**config.mk**
```make
export PLATFORM = sky130hd
export DESIGN_NAME = reflet_ram_wide
export DESIGN_NICKNAME = d
export VERILOG_FILES = /design/src/rtl/reflet_ram_wide.sv
export SDC_FILE = /design/constraint.sdc
export NUM_CORES = 2
export LEC_CHECK = 0
export CORE_ASPECT_RATIO = 2
export CORE_MARGIN = 10
export CORE_UTILIZATION = 57
export DETAILED_ROUTE_END_ITERATION = 16
export PLACE_DENSITY = 0.76
export SETUP_SLACK_MARGIN = 0.5
export SYNTH_ARGS = -nofsm -noshare
export SYNTH_HDL_FRONTEND = slang
export SYNTH_SLANG_ARGS = --single-unit
```
**constraint.sdc**
```tcl
create_clock -name clk -period 6.4 [get_ports clk]
set_input_delay 1.28 -clock clk [delete_from_list [all_inputs] [get_ports clk]]
set_output_delay 1.28 -clock clk [all_outputs]
set_load 0.01 [all_outputs]
```
**src/rtl/reflet_ram_wide.sv**
```systemverilog
// Single-port RAM with byte-lane write masks, write-first registered read and a
// one-word-per-cycle clear sweep that runs after every reset.
//
//   state | meaning
//   ------+---------------------------------------------------------------
//   CLEAR | zeroing mem[clr_ptr] each cycle, bus ignored, ready low
//   RUN   | normal accesses accepted, ready high until next reset
module reflet_ram_wide #(
   parameter int wordSize = 16,
   parameter int addrSize = 8,
   parameter int size     = 256
) (
   input  logic                    clk,
   input  logic                    reset,
   input  logic                    enable,
   input  logic [addrSize-1:0]     addr,
   input  logic [wordSize-1:0]     data_in,
   input  logic                    write_en,
   input  logic [wordSize/8-1:0]   byte_mask,
   output logic [wordSize-1:0]     data_out,
   output logic                    ready,
   output logic                    oob
);

   localparam int                  lanes     = wordSize / 8;
   localparam logic [addrSize:0]   size_w    = (addrSize + 1)'(size);
   localparam logic [addrSize-1:0] last_addr = addrSize'(size - 1);

   typedef enum logic {CLEAR, RUN} state_t;

   state_t                state;
   logic [addrSize-1:0]   clr_ptr;
   logic [addrSize-1:0]   wr_addr;
   logic [wordSize-1:0]   wr_data;
   logic [lanes-1:0]      wr_lanes;
   logic [wordSize-1:0]   rd_word;
   logic [wordSize-1:0]   merged;
   logic                  in_range;
   logic                  usable;

   logic [wordSize-1:0]   mem [size];

   // Extra MSB so size == 2**addrSize still compares correctly.
   assign in_range = {1'b0, addr} < size_w;
   assign usable   = enable && in_range;
   assign rd_word  = mem[addr];

   always_comb begin
      merged = rd_word;
      for (int i = 0; i < lanes; i++) begin
         if (byte_mask[i]) merged[8*i +: 8] = data_in[8*i +: 8];
      end
   end

   // Clear sweep and bus writes share the single masked write port.
   always_comb begin
      wr_addr  = clr_ptr;
      wr_data  = '0;
      wr_lanes = '0;
      if (!reset) begin
         if (state == CLEAR) begin
            wr_lanes = '1;
         end else if (usable && write_en) begin
            wr_addr  = addr;
            wr_data  = data_in;
            wr_lanes = byte_mask;
         end
      end
   end

   always_ff @(posedge clk) begin
      for (int i = 0; i < lanes; i++) begin
         if (wr_lanes[i]) mem[wr_addr][8*i +: 8] <= wr_data[8*i +: 8];
      end
   end

   always_ff @(posedge clk) begin
      if (reset) begin
         state    <= CLEAR;
         clr_ptr  <= '0;
         data_out <= '0;
         ready    <= 1'b0;
         oob      <= 1'b0;
      end else begin
         case (state)
            CLEAR: begin
               clr_ptr  <= clr_ptr + 1'b1;
               data_out <= '0;
               oob      <= 1'b0;
               if (clr_ptr == last_addr) begin
                  state <= RUN;
                  ready <= 1'b1;
               end
            end
            RUN: begin
               oob <= enable && !in_range;
               if (!usable)       data_out <= '0;
               else if (write_en) data_out <= merged;
               else               data_out <= rd_word;
            end
            default: state <= CLEAR;
         endcase
      end
   end

endmodule

```
==> impl_metrics.yaml <==
flow_run:
  drv_cap: 0
power_and_ir_drop:
  combPwrFrac_pct: 3.6
  cellInternalPower_mw: 41.3
  power_leakage_nw: 64.8
  swShare_pct: 20.6
  ir_drop_uv: 216
  share_seq_of_total_power_pct: 56.1
  power_density_nw_per_um2: 294
  clkPwrFrac_pct: 40.3
  p_sw_mw: 10.7
worst_setup_path:
  slowest_stage: "a311oi_1"
  worst-setup-path-type: "input port to register"
  reg2reg_from: "state"
  cp_num_buf_inv: 1
  worstPathArrival_ns: 6.16
  critPathLaunchType: "input port"
  r2r-end: "data_out[10]"
  r2r_slack_ns: 1.68
  cp_data_required_time_ns: 7.29
  reg2reg_depth: 7
  end_kind: "register"
  crit_fanout: 14
  critPathMaxStageDelay_ns: 1.08
  path_cells: "clkdlybuf4s50_1, nor4bb_1, nand2_1, o21bai_1, nor4_2, o311ai_1, a311oi_1, a221o_1"
  path_delay_family: "compound AO/OA/AOI/OAI gates"
die:
  fp.dieW_um: 396
  die_h_um: 771
  initial_utilization_pct: 57.3
  num_io_pins: 48
  std_cell_rows: 275
  die-area_um2: 305000
  fp.coreArea_um2: 281000
logic_synthesis:
  synth_top_cell_by_area: "edfxtp_1"
  async_flop_share_pct: 0
  yosysTopAreaCellShare_pct: 76.5
  synth_simple_gate_area_share_pct: 2.60
  synth_fa_ha_area_share_pct: 0.00778
  yosys.area_share.xor_xnor_pct: 0.0381
  ys_ff_latch: 4122
  synth_ff_type: "edfxtp_1"
  synth_fp_nets: 7660
  syn_area_per_cell_um2: 21.1
  syn_inst: 7629
  synth_edf_count: 4096
  ys_warn_count: 0
  synth.distinct_cells: 83
  synth_compound_gate_area_share_pct: 3.20
  synth_top_family_by_area: "multiplexers"
  yosys-top-cells-area: "edfxtp_1 76%, mux4_2 12%, mux2i_1 2.4%, nor2_1 1.4%, mux4_1 0.78%"
  syn_area_um2: 161000
  seq_area_frac_synth_pct: 76.8
  synth_mux_area_share_pct: 15.1
layout:
  fillers: 18000
  area_delta_synth_final_pct: 10.3
  multi_input_area_um2: 34100
  seq_area_um2: 124000
  drive_gt1_share_pct: 22.2
  nets: 7927
detailed_routing:
  post_drt_wl_per_cell_um: 39.3
  via_per_inst: 7.01
  first_pass_iters: 9
  routed_wl_um: 468000
  drt_iter0_markers: 12600
  drtAntennaViolNets: 0
  drc_errors: 0
  via_count: 83400
clock_tree:
  cts.htree.levels: 5
  clkTransAtPathRegs_ns: 0.08
  cts_setup_buffers: 0
  clk_latency_ns: 0.98
  post_cts_resized: 0
  root_buffer: "clkbuf_16"
  clkSinkCount: 4122
  cts_tree: "yes"
  cts_buffers: 325
  hold_buffers: 0
  cts_buffer_depth: 4
timing:
  clock_skew_ns: 0.0724
  hold_viol: 0
  fmax_mhz: 190
  relSlewSlack_pct: 2.16
  tightest_slew_ns: 1.46
  period_minus_slack_ns: 5.27
  drv_slew: 0
  rsz0062_at_grt: "no"
  setup_slack_ns: 1.13
  fin_tns_setup_ns: 0
  setup_viol_count_final: 0
  finalCritPeriodShare_pct: 82.4
placement:
  routabilityCongestion: 0.961
  pre_cts_ws_ns: 0.405
  hpwlAfterDp_um: 297000
  portBuffers: 46
outcome:
  status: "completed"
grt:
  grt.total_usage_pct: 30.5
  antenna_found_initial: 24
  grt_max_degree: 149
  grt.overflow.total: 0
  grt_first_pass_wirelength_um: 655000
  grt_pass1_vias: 84800
hold_path:
  hold_end: "clr_ptr[7]"
  hp-class: "register to register"
  min_from: "clr_ptr[7]"
  holdPathStages: 2
[sequential cells by signal (all words and copies together) (netlist names)]
signal    count
clr_ptr       8
state         1
ready         1
data_out     16
mem        4096
[synthesized netlist by cell type (8+ instances only)]
master / n
a221oi_1: 16
o22a_1: 11
o22ai_1: 163
nand3b_1: 13
a22oi_1: 107
nand3_1: 47
buf_4: 34
mux4_2: 840
o311ai_1: 8
buf_6: 67
dfxtp_1: 26
o21a_1: 26
nor2b_1: 9
buf_8: 36
buf_1: 13
buf_2: 138
and2_1: 14
buf_12: 28
a211oi_1: 50
a31oi_1: 48
o21ai_1: 16
o221ai_1: 69
nor3_1: 31
mux4_1: 48
mux2i_1: 386
o211ai_1: 8
a32oi_1: 13
o21ai_0: 51
edfxtp_1: 4096
nand2_1: 157
a21oi_1: 95
nand4_1: 12
nor4_1: 18
clkbuf_1: 147
o21bai_1: 9
mux2_2: 20
a311oi_1: 8
nor2_1: 611
and3_1: 18
or3_1: 9
[worst reg2reg max path: cells and delay by family, from the launching register on]
| family | cells | cell delay (ns) |
|---|---|---|
| AND/OR/NAND/NOR | 3 | 1.78 |
| flip-flops | 1 | 0.60 |
| AO/OA/AOI/OAI | 4 | 2.26 |
[how the worst max path moves through the flow]
stage | start | end | slack (ns) | depth (start not counted)
after floorplan | reset | mem[0][14] | 2.09 | 4
final | reset | data_out[10] | 1.13 | 8
after CTS | addr[5] | data_out[12] | 1.29 | 10
after global routing | reset | mem[65][10] | 1.41 | 9
after global placement | addr[5] | data_out[12] | 0.19 | 9
after detailed placement | addr[5] | data_out[12] | 0.41 | 10
[per-layer routing]
| layer | routed length, um | part of all wire (%) | GRT usage (%) |
|---|---|---|---|
| met5 | 103 | 0.022 | 0 |
| met1 | 136000 | 29 | 33.8 |
| met3 | 49800 | 11 | 6.17 |
| met2 | 230000 | 49 | 50.2 |
| met4 | 51800 | 11 | 26.6 |
[power by group through the flow]
stage	logic [mW]	registers [mW]	clock network, mW
after floorplan	1.09	29.8	0
after global placement	1.77	29.8	0
after detailed placement	1.79	29.8	0
after CTS	1.80	29.2	21.1
after global routing	1.85	29.2	22.0
final	1.86	29.2	21.0
[cell usage in the layout, fill, tap and decap left out, types with 13 or more instances in the layout]
| master | n |
|---|---|
| a32oi_1 | 13 |
| diode_2 | 23 |
| o21ai_1 | 19 |
| mux4_1 | 48 |
| o221ai_1 | 69 |
| and3_4 | 16 |
| nor3_1 | 29 |
| a22oi_1 | 107 |
| edfxtp_1 | 4096 |
| clkinv_1 | 48 |
| dfxtp_1 | 26 |
| buf_4 | 298 |
| o21a_1 | 26 |
| a31oi_1 | 48 |
| nand2_4 | 17 |
| mux2i_1 | 386 |
| bufinv_16 | 49 |
| clkinvlp_4 | 22 |
| buf_12 | 72 |
| a21oi_1 | 95 |
| clkdlybuf4s50_1 | 41 |
| o21ai_0 | 47 |
| clkinv_2 | 56 |
| nor4_1 | 14 |
| nand3b_1 | 13 |
| clkbuf_1 | 38 |
| nand2_1 | 144 |
| a221oi_1 | 16 |
| nand3_1 | 47 |
| o22ai_1 | 163 |
| mux4_2 | 840 |
| clkinv_4 | 13 |
| nor2_1 | 606 |
| mux2_2 | 20 |
| a211oi_1 | 47 |
| clkbuf_16 | 332 |
[area by class of cell]
type | instances | area share, %
multi-input cells | 3024 | 19.2
clock inverters | 205 | 1.35
diodes | 23 | 0.0324
well taps | 3739 | 2.64
repair buffers | 417 | 2.35
inverters | 6 | 0.0169
clock buffers | 370 | 4.76
flip-flops and latches | 4122 | 69.6
[cell families after synthesis]
kind of cell	after synthesis
DFF	4122
and+or+nand+nor	976
AOI/OAI and AO/OA	741
buffers and inverters	483
other	1
muxes	1298
adders and majority gates	1
xor gates and xnor gates	7
[through the flow]
step                      util, %  instance area, um2  hold WS (ns)  cells  power (mW)
final                        63.2              177000         0.643  11900        52.1
after global routing         63.2              177000         0.688  11900        53.0
after CTS                    63.1              177000         0.635  11900        52.1
after detailed placement     59.3              166000         0.620  11300        31.6
after global placement       59.3              166000         0.613  11300        31.6
after floorplan                 -              161000         0.505   7629        30.9
No activity file was read; power rests on OpenSTA's default activity.
